`src/rtl/page_cache.sv`:
```
// page_cache: fully associative page-tag cache controller for a 65816-style
// multiplexed bus. phi2 is synchronised into the fpga domain. The bank byte is
// latched while phi2 is low. A 24-bit address is formed on each phi2 rise,
// and its page tag is looked up across PAGES entries. A miss picks an LRU
// victim and holds a level fill request until the backing store acks.
//
// Fill handshake: fill_req rises together with the miss done pulse. fill_tag
// and fill_page stay stable while fill_req is high. The store answers with a
// single fill_ack, which is honoured only while fill_req is high. fill_req
// drops in the cycle after the ack is sampled.
module page_cache #(
  parameter int PAGES     = 4,
  parameter int PAGE_BITS = 8,
  localparam int PW       = $clog2(PAGES),
  localparam int TW       = 24 - PAGE_BITS
) (
  input  logic             fpga,
  input  logic             reset,
  input  logic [15:0]      a,
  input  logic [7:0]       d,
  input  logic             phi2,
  input  logic             flush,
  input  logic             fill_ack,
  output logic             done,
  output logic             hit,
  output logic [PW-1:0]    hit_page,
  output logic             fill_req,
  output logic [TW-1:0]    fill_tag,
  output logic [PW-1:0]    fill_page,
  output logic [PAGES-1:0] valid,
  output logic             overrun,
  output logic [1:0]       dbg_state
);

  localparam logic [1:0] S_IDLE   = 2'd0;
  localparam logic [1:0] S_LOOKUP = 2'd1;
  localparam logic [1:0] S_FILL   = 2'd2;

  logic             s1_q, s2_q, s3_q;
  logic [7:0]       bank_q, bank_d;
  logic [23:0]      addr_q, addr_d;
  logic [1:0]       state_q, state_d;
  logic [TW-1:0]    tag_q [PAGES];
  logic [TW-1:0]    tag_d [PAGES];
  logic [PW-1:0]    age_q [PAGES];
  logic [PW-1:0]    age_d [PAGES];
  logic [PAGES-1:0] valid_q, valid_d;
  logic             done_q, done_d;
  logic             hit_q, hit_d;
  logic [PW-1:0]    hit_page_q, hit_page_d;
  logic             fill_req_q, fill_req_d;
  logic [TW-1:0]    fill_tag_q, fill_tag_d;
  logic [PW-1:0]    fill_page_q, fill_page_d;
  logic             overrun_q, overrun_d;

  logic             rise;
  logic [TW-1:0]    lookup_tag;
  logic             hit_found;
  logic [PW-1:0]    hit_idx;
  logic             inv_found;
  logic [PW-1:0]    victim;
  logic             touch_en;
  logic [PW-1:0]    touch_idx;
  logic             unused_offset_bits;

  assign rise       = s2_q & ~s3_q;
  assign lookup_tag = addr_q[23:PAGE_BITS];
  // Page offset bits are carried in addr_q but never take part in matching.
  assign unused_offset_bits = ^addr_q[PAGE_BITS-1:0];

  // Tag match (lowest matching valid entry) and victim choice.
  always_comb begin
    hit_found = 1'b0;
    hit_idx   = '0;
    inv_found = 1'b0;
    victim    = '0;
    for (int i = 0; i < PAGES; i++) begin
      if (!hit_found && valid_q[i] && (tag_q[i] == lookup_tag)) begin
        hit_found = 1'b1;
        hit_idx   = PW'(i);
      end
      if (!inv_found && !valid_q[i]) begin
        inv_found = 1'b1;
        victim    = PW'(i);
      end
    end
    if (!inv_found) begin
      for (int i = 0; i < PAGES; i++) begin
        if (age_q[i] == PW'(PAGES - 1)) victim = PW'(i);
      end
    end
  end

  // Next-state logic: FSM, fill handshake, flush, overrun and LRU ageing.
  always_comb begin
    bank_d      = s1_q ? bank_q : d;
    addr_d      = addr_q;
    state_d     = state_q;
    tag_d       = tag_q;
    age_d       = age_q;
    valid_d     = valid_q;
    done_d      = 1'b0;
    hit_d       = 1'b0;
    hit_page_d  = hit_page_q;
    fill_req_d  = fill_req_q;
    fill_tag_d  = fill_tag_q;
    fill_page_d = fill_page_q;
    overrun_d   = overrun_q;
    touch_en    = 1'b0;
    touch_idx   = '0;

    if (flush) begin
      // Flush beats any ack or rise in the same cycle.
      valid_d    = '0;
      overrun_d  = 1'b0;
      state_d    = S_IDLE;
      fill_req_d = 1'b0;
      for (int i = 0; i < PAGES; i++) age_d[i] = PW'(i);
    end else begin
      case (state_q)
        S_IDLE: begin
          if (rise) begin
            addr_d  = {bank_q, a};
            state_d = S_LOOKUP;
          end
        end
        S_LOOKUP: begin
          if (rise) overrun_d = 1'b1;
          done_d = 1'b1;
          if (hit_found) begin
            hit_d      = 1'b1;
            hit_page_d = hit_idx;
            touch_en   = 1'b1;
            touch_idx  = hit_idx;
            state_d    = S_IDLE;
          end else begin
            hit_page_d  = victim;
            fill_page_d = victim;
            fill_tag_d  = lookup_tag;
            fill_req_d  = 1'b1;
            state_d     = S_FILL;
          end
        end
        S_FILL: begin
          if (rise) overrun_d = 1'b1;
          if (fill_ack && fill_req_q) begin
            tag_d[fill_page_q]   = fill_tag_q;
            valid_d[fill_page_q] = 1'b1;
            touch_en             = 1'b1;
            touch_idx            = fill_page_q;
            fill_req_d           = 1'b0;
            state_d              = S_IDLE;
          end
        end
        default: state_d = S_IDLE;
      endcase
    end

    // Touch: younger-than-target entries age by one, target becomes newest.
    if (touch_en) begin
      for (int i = 0; i < PAGES; i++) begin
        if (age_q[i] < age_q[touch_idx]) age_d[i] = age_q[i] + PW'(1);
      end
      age_d[touch_idx] = '0;
    end
  end

  // State registers with synchronous reset.
  always_ff @(posedge fpga) begin
    if (reset) begin
      s1_q        <= 1'b0;
      s2_q        <= 1'b0;
      s3_q        <= 1'b0;
      bank_q      <= '0;
      addr_q      <= '0;
      state_q     <= S_IDLE;
      valid_q     <= '0;
      done_q      <= 1'b0;
      hit_q       <= 1'b0;
      hit_page_q  <= '0;
      fill_req_q  <= 1'b0;
      fill_tag_q  <= '0;
      fill_page_q <= '0;
      overrun_q   <= 1'b0;
      for (int i = 0; i < PAGES; i++) begin
        tag_q[i] <= '0;
        age_q[i] <= PW'(i);
      end
    end else begin
      s1_q        <= phi2;
      s2_q        <= s1_q;
      s3_q        <= s2_q;
      bank_q      <= bank_d;
      addr_q      <= addr_d;
      state_q     <= state_d;
      valid_q     <= valid_d;
      done_q      <= done_d;
      hit_q       <= hit_d;
      hit_page_q  <= hit_page_d;
      fill_req_q  <= fill_req_d;
      fill_tag_q  <= fill_tag_d;
      fill_page_q <= fill_page_d;
      overrun_q   <= overrun_d;
      tag_q       <= tag_d;
      age_q       <= age_d;
    end
  end

  assign done      = done_q;
  assign hit       = hit_q;
  assign hit_page  = hit_page_q;
  assign fill_req  = fill_req_q;
  assign fill_tag  = fill_tag_q;
  assign fill_page = fill_page_q;
  assign valid     = valid_q;
  assign overrun   = overrun_q;
  assign dbg_state = state_q;

endmodule
```
`config.mk`:
```
export PLATFORM = sky130hd
export DESIGN_NAME = page_cache
export DESIGN_NICKNAME = d
export VERILOG_FILES = /design/src/rtl/page_cache.sv
export SDC_FILE = /design/constraint.sdc
export NUM_CORES = 1
export LEC_CHECK = 0
export BUFFER_PORTS_ARGS = -buffer_cell sky130_fd_sc_hd__buf_2
export CAP_MARGIN = 20
export CELL_PAD_IN_SITES_DETAIL_PLACEMENT = 0
export CELL_PAD_IN_SITES_GLOBAL_PLACEMENT = 2
export CORE_UTILIZATION = 35
export CTS_CLUSTER_DIAMETER = 80
export DETAILED_ROUTE_END_ITERATION = 16
export GPL_ROUTABILITY_DRIVEN = 0
export PLACE_DENSITY_LB_ADDON = 0.08
export SETUP_SLACK_MARGIN = 0.3
export SYNTH_ARGS = -nofsm -noshare
export SYNTH_HDL_FRONTEND = slang
export SYNTH_SLANG_ARGS = --single-unit
```
`constraint.sdc`:
```
create_clock -name fpga -period 5.3 [get_ports fpga]
set_input_delay 1.06 -clock fpga [delete_from_list [all_inputs] [get_ports fpga]]
set_output_delay 1.06 -clock fpga [all_outputs]
set_load 0.03 [all_outputs]
```
==> summary.md, run 1 <==
| Metric | Value |
|---|---|
| Status | `complete, no violations` |
| Largest net degree at the start of global routing | `69` |
| DP Cell Count | `983` |
| Core area | `16800 um2` |
| Final #Nets | `822` |
| GR Util All Layers | `21.4%` |
| Pins over their slew limit | `0` |
| CP Buf/Inv Count | `0` |
| Pwr/cell area | `321 nW/um2` |
| Clk pin slew, worst setup/hold paths | `0.06 ns` |
| Die width | `134 um` |
| Clk_skew | `0.00693 ns` |
| Net Sw Frac | `23.0%` |
| Worst Tran Pin Value | `1.03 ns` |
| Fin cells | `1015` |
| Diode count | `0` |
| Longest Clk Path Bufs | `2` |
| Synth cell types | `60` |
| Area growth, synth to finish | `17.1%` |
| Async SR Flop Fraction | `0%` |
| Comb power frac | `3.6%` |
| Fmax | `0.230 GHz` |
| Global Route met2 Usage | `33.1%` |
| Met1 GRT Util | `29.9%` |
| Worst EP required | `5.67 ns` |
| Busiest grt layer | `met2` |
| Via count of the first global-routing pass | `5020` |
| Max-cap violations | `0` |
| Vias | `5220` |
| Lkg Pwr | `2.77 nW` |
| Final Hold Vio Count | `0` |
| Dpl ws | `0.909 ns` |
| Cts hold-fix bufs | `0` |
| Post-CTS sizing | `0` |
| CTS buffer count | `17` |
| Critical Path Source Type | `flip-flop` |
| CP max stage cell | `dfxtp_1` |
| Min-delay src | `bank_q[1]` |
| Flop-to-flop setup slack | `0.96 ns` |
| Met3 global-route usage | `4.84%` |
| Initial Util | `36.4%` |
| Worst vdd ir | `212 uV` |
| Worst reg2reg endpoint | `age_q[1]` |
| Yosys warns | `0` |
| RSZ-0062 raised after global routing | `false` |
| Post-detail-place hpwl | `13200 um` |
| Hold Crit Class | `reg2reg` |
| DIE AREA | `18000 um2` |
| CTS Sinks | `129` |
| Critical path arrival | `4.70 ns` |
| Number of flops mapped to enable cells by yosys | `0` |
| WHS Endpoint | `addr_q[17]` |
| Most common cell after layout, fill and taps aside | `nand2_1` |
| Family with the most delay on the worst path | `simple AND/OR/NAND/NOR gates` |
| Crit share post-route | `81.9%` |
| Post-synth top area share | `42.2%` |
| # H-tree levels | `4` |
| Crit path capture type | `flip-flop` |
| Iter 0 DRT Violations | `422` |
| Clock Tree Root | `clkbuf_16` |
| Routed vias/inst | `5.14` |
| Min-Delay Path Depth | `2` |
| Antenna violation net count after detailed routing | `0` |
| Syn avg cell area | `8.14 um2` |
| Syn Std Cell Area | `6110 um2` |
| Placed Instance Area | `6540 um2` |
| Sequential fraction of the synthesis area | `42.2%` |
| Share of cells above drive strength 1 | `14.1%` |
| Top_reg_cell synth | `dfxtp_1` |
| Worst reg2reg path depth | `14` |
| Rel. slew slack | `30.8%` |
| Final setup viols | `0` |
| First-pass GRT wire length | `28700 um` |
| Most frequent cells in the layout | `176 x nand2_1, 129 x dfxtp_1, 90 x a21oi_1` |
| First-pass DRT Iterations | `5` |
| Final WS setup | `0.961 ns` |
| Initial antenna violation count | `0` |
| Largest stage delay on the critical path | `0.57 ns` |
| Total grt overflow | `0` |
| Number of port buffers | `50` |
| Reg power frac | `42.9%` |
| Average wire per standard cell | `18.1 um` |
| CP max FO | `6` |
| Chip height | `134 um` |
| Synthesized instance count | `751` |
| Synth Net Count | `791` |
| Post-route setup TNS | `0 ns` |
| Int Power | `1.77 mW` |
| Critical-path cell list | `xor2_1, or4_1, nor4_1, nand2_1, a211oi_1, nor2_1, mux2i_1, o22ai_1, a22oi_1, ha_1, or4_1, o221ai_2, mux2i_1, a21o_1` |
| Post-route DRC | `0` |
| Post-CTS setup buffer count | `0` |
| #FFs+latches synth | `129` |
| Crit path kind | `reg2reg` |
| FF-to-FF Start | `addr_q[12]` |
| Min Clock Period, post-route | `4.34 ns` |
| Clock latency on the worst-skew pair | `0.42 ns` |
| Design Area, Final | `7160 um2` |
| P_sw | `529 uW` |
| Clock network fraction of design power | `53.5%` |
| Std-Cell Rows | `47` |
| Top cells by area, synth | `dfxtp_1 42%, nand2_1 11%, a21oi_1 7.4%, xnor2_1 5.7%, mux2i_1 5.1%` |
| Total wire length | `18300 um` |
| Most area-hungry cell type in the Yosys netlist | `dfxtp_1` |
| CTS tree | `yes` |
| Top Ports | `59` |
==> logic make-up (layout without fill, tap and decap cells) <==
logic type / count (synthesis) / after routing / synth area share, %
buf+inv: 62 / 106 / 4.09
fa+ha+maj: 11 / 11 / 2.25
compound gates: 134 / 134 / 13.4
xor+xnor: 64 / 64 / 9.17
simple gates: 320 / 320 / 23.8
mux: 31 / 31 / 5.07
flops: 129 / 129 / 42.2
==> registers in the layout, indices dropped and copies added (netlist names), 4 cells and up <==
| signal | flops |
|---|---|
| age_q | 8 |
| addr_q | 16 |
| bank_q | 8 |
| valid | 4 |
| tag_q | 64 |
| fill_tag | 16 |
==> layer usage <==
layer	vias to the layer above	wire length [um]
li1	2599	-
met1	2507	9340
met2	99	8190
met3	15	673
met4	0	142
met5	-	0
==> power groups by stage <==
stage / sequential (mW) / clock (mW) / combinational [mW]
after floorplan: 1.00 / 0 / 0.0611
after global placement: 1.01 / 0 / 0.0828
after detailed placement: 1.01 / 0 / 0.0838
after CTS: 0.986 / 1.26 / 0.0840
after global routing: 0.987 / 1.30 / 0.0917
final: 0.986 / 1.23 / 0.0835
==> cell usage after synthesis (4+ instances only) <==
cell type / instances
o21ai_0: 4
buf_2: 8
nand3b_1: 5
ha_1: 11
inv_1: 14
dfxtp_1: 129
nor4_1: 5
xnor2_1: 40
nor2b_1: 7
nand4_1: 11
nand3_1: 9
nor3_1: 11
clkbuf_1: 34
nand4b_1: 4
mux2i_1: 31
or4_1: 6
buf_1: 5
a211o_1: 4
nand2b_1: 5
xor2_1: 24
nor2_1: 61
a31oi_1: 4
a21oi_1: 90
or2_2: 4
nand2_1: 176
==> worst max-delay path by stage <==
stage	from	end	depth (start not counted)
floorplan	addr_q[11]	age_q[1]	15
global placement	addr_q[13]	age_q[1]	12
detailed placement	addr_q[13]	age_q[1]	12
CTS	addr_q[13]	age_q[1]	12
global route	addr_q[13]	age_q[1]	13
finish	addr_q[12]	age_q[1]	14
==> layout make-up <==
| type | instances | area, um2 |
|---|---|---|
| clock inverter | 14 | 181 |
| timing repair buffer | 60 | 328 |
| sequential | 129 | 2580 |
| clock buffer | 18 | 439 |
| inverter | 14 | 52.6 |
| fill | 1770 | 9660 |
| tap | 220 | 275 |
| multi-input combinational | 560 | 3300 |
==> through the flow <==
stage | total power, mW | hold WS, ns | utilization, %
3_5_place_dp | 1.09 | 0.450 | 38.9
5_1_grt | 2.38 | 0.478 | 42.6
2_1_floorplan | 1.06 | 0.432 | -
3_3_place_gp | 1.09 | 0.450 | 38.9
4_1_cts | 2.33 | 0.461 | 42.6
6_report | 2.30 | 0.455 | 42.6
==> worst min-delay path, cell delays in order (launching register included) <==
cell     delay (ns)
dfxtp_1        0.31
nand2_1        0.05
a21oi_1        0.05
(Power assumes the default switching activity.)
==> run 2: changes to the inputs <==
--- a/config.mk
+++ b/config.mk
@@ -9,7 +9,7 @@
 export CAP_MARGIN = 20
 export CELL_PAD_IN_SITES_DETAIL_PLACEMENT = 0
 export CELL_PAD_IN_SITES_GLOBAL_PLACEMENT = 2
-export CORE_UTILIZATION = 35
+export CORE_UTILIZATION = 32
 export CTS_CLUSTER_DIAMETER = 80
 export DETAILED_ROUTE_END_ITERATION = 16
 export GPL_ROUTABILITY_DRIVEN = 0
==> constraint.sdc (replaced) <==
create_clock -name fpga -period 3.5 [get_ports fpga]
set_input_delay 0.7 -clock fpga [delete_from_list [all_inputs] [get_ports fpga]]
set_output_delay 0.7 -clock fpga [all_outputs]
set_load 0.03 [all_outputs]
==> summary.md, run 2 (synthesized netlist as in run 1, its figures left out) <==
| Metric | Value |
|---|---|
| First-pass GRT wire length | `31200 um (+8.8%)` |
| Final Hold Vio Count | `0 (unchanged)` |
| Met1 GRT Util | `29.1% (-0.80 points)` |
| Lkg Pwr | `3.07 nW (+11%)` |
| Critical path arrival | `3.95 ns (-0.75 ns)` |
| Initial Util | `32.7% (-3.7 points)` |
| Final #Nets | `880 (+7.1%)` |
| CP startpoint | `addr_q[14]` |
| Top Ports | `59 (unchanged)` |
| Global Route met2 Usage | `33.9% (+0.77 points)` |
| Worst EP required | `3.79 ns (-1.88 ns)` |
| Post-detail-place hpwl | `14600 um (+10%)` |
| FF-to-FF Start | `addr_q[14]` |
| Min-delay src | `bank_q[6]` |
| Largest net degree at the start of global routing | `52 (-25%)` |
| Die width | `140 um (+4.5%)` |
| Clk pin slew, worst setup/hold paths | `0.06 ns (about the same)` |
| Worst reg2reg path depth | `16 (+2)` |
| Filler cell count | `1871 (+5.7%)` |
| Failing checks | `negative setup slack` |
| Average wire per standard cell | `18.6 um (+2.9%)` |
| Crit share post-route | `105% (+23 points)` |
| # H-tree levels | `4 (unchanged)` |
| Area growth, synth to finish | `27.6%` |
| Antenna violation net count after detailed routing | `0 (unchanged)` |
| Reg with most FFs | `tag_q` |
| Pwr/cell area | `443 nW/um2 (+38%)` |
| Worst Tran Pin Value | `0.937 ns (-0.0932 ns)` |
| Chip height | `140 um (+4.5%)` |
| Std-Cell Rows | `50 (+6.4%)` |
| Most common cell after layout, fill and taps aside | `nand2_1` |
| RSZ-0062 raised after global routing | `true` |
| Pins over their slew limit | `0 (unchanged)` |
| Fmax | `0.273 GHz (+19%)` |
| Longest Clk Path Bufs | `2 (unchanged)` |
| Max-cap violations | `0 (unchanged)` |
| Min-Delay Path Depth | `2 (unchanged)` |
| Clk_skew | `0.0114 ns (+0.00447 ns)` |
| Clock Tree Root | `clkbuf_16` |
| Met3 global-route usage | `4.85% (+0.017 points)` |
| First-pass DRT Iterations | `4 (-1)` |
| CP max FO | `4 (-2)` |
| Most frequent cells in the layout | `176 x nand2_1, 121 x dfxtp_1, 89 x a21oi_1` |
| Min Clock Period, post-route | `3.66 ns (-0.678 ns)` |
| Routed vias/inst | `5.05 (-1.9%)` |
| Worst vdd ir | `328 uV (+55%)` |
| Final WS setup | `-0.161 ns (-1.12 ns)` |
| Status | `finished with violations` |
| Vias | `5485 (+5.1%)` |
| Busiest grt layer | `met2` |
| Max reg flops | `64 (unchanged)` |
| Hold Crit Class | `reg2reg` |
| Iter 0 DRT Violations | `376 (-11%)` |
| Critical Path Source Type | `flip-flop` |
| Final setup viols | `7 (+7)` |
| Via count of the first global-routing pass | `5328 (+6.1%)` |
| Crit path kind | `reg2reg` |
| Util after Layout | `41.7% (-0.85 points)` |
| CTS Sinks | `129 (unchanged)` |
| DIE AREA | `19700 um2 (+9.2%)` |
| Share of cells above drive strength 1 | `23.9% (+9.8 points)` |
| Rel. slew slack | `37.1% (+6.3 points)` |
| Total wire length | `20200 um (+10%)` |
| CTS buffer count | `17 (unchanged)` |
| Clock latency on the worst-skew pair | `0.43 ns (about the same)` |
| Initial antenna violation count | `0 (unchanged)` |
| Post-route DRC | `0 (unchanged)` |
| Dpl ws | `-0.270 ns (-1.18 ns)` |
| Core area | `18700 um2 (+11%)` |
| Diode count | `0 (unchanged)` |
| CTS tree | `yes` |
| Total grt overflow | `0 (unchanged)` |
| GR Util All Layers | `21.6% (+0.21 points)` |
| Crit path capture type | `flip-flop` |
| Number of port buffers | `50 (unchanged)` |
[run 2: worst paths after layout]
path	endpoint	slack (ns)
setup reg to reg	age_q[3]	-0.16
setup / recovery	age_q[3]	-0.16
hold / removal	addr_q[22]	0.45
hold reg to reg	addr_q[22]	0.45
[run 2: stage by stage]
| step | total power [mW] | TNS (ns) | cells | hold slack [ns] | cell area (um2) |
|---|---|---|---|---|---|
| floorplan | 1.61 | -0.0356 | 751 | 0.432 | 6170 |
| global placement | 1.67 | -0.995 | 1050 | 0.441 | 6980 |
| detailed placement | 1.67 | -1.33 | 1050 | 0.444 | 6980 |
| CTS | 3.49 | -0.443 | 1085 | 0.454 | 7670 |
| global route | 3.59 | -2.15 | 1087 | 0.465 | 7800 |
| finish | 3.45 | -1.01 | 1087 | 0.453 | 7800 |
[run 2: area by class of cell]
class	instances	area [um2]	share of cell area [%]
multi-input cells	560	3480	44.6
flip-flops and latches	129	2590	33.3
repair buffers	118	771	9.88
clock buffers	21	480	6.16
clock inverters	11	128	1.64
well taps	234	293	3.75
inverters	14	55.1	0.706
[run 2: report_power, final]
group | switching (mW) | internal (mW) | total (mW)
combinational | 0.0890 | 0.0651 | 0.154
clock | 0.684 | 1.13 | 1.81
sequential | 0.0104 | 1.48 | 1.49
[run 2: metal layers]
layer / routed length (um) / share of wire [%]
met1: 9430 / 47
met2: 9230 / 46
met3: 1150 / 5.7
met4: 422 / 2.1
met5: 0 / 0
[run 2: critical path, stage by stage, from the launching register on]
cell and delay (ns):
dfxtp_4 0.36, xor2_2 0.15, or4_4 0.56, or4_4 0.54
o211ai_4 0.21, a211oi_4 0.09, nor2_2 0.15, mux2i_1 0.23
o22ai_2 0.11, a22oi_2 0.24, buf_6 0.16, ha_4 0.20
nor2_4 0.10, a21oi_2 0.04, nor2_1 0.16, a211o_1 0.13
o211ai_1 0.09
[run 2: repair_timing]
action / in CTS / in global routing
hold buffers: 0 / 0
setup buffers: 3 / 2
pin swaps: 8 / 17
setup endpoints to repair: 18 / 8
resized for setup: 14 / 24
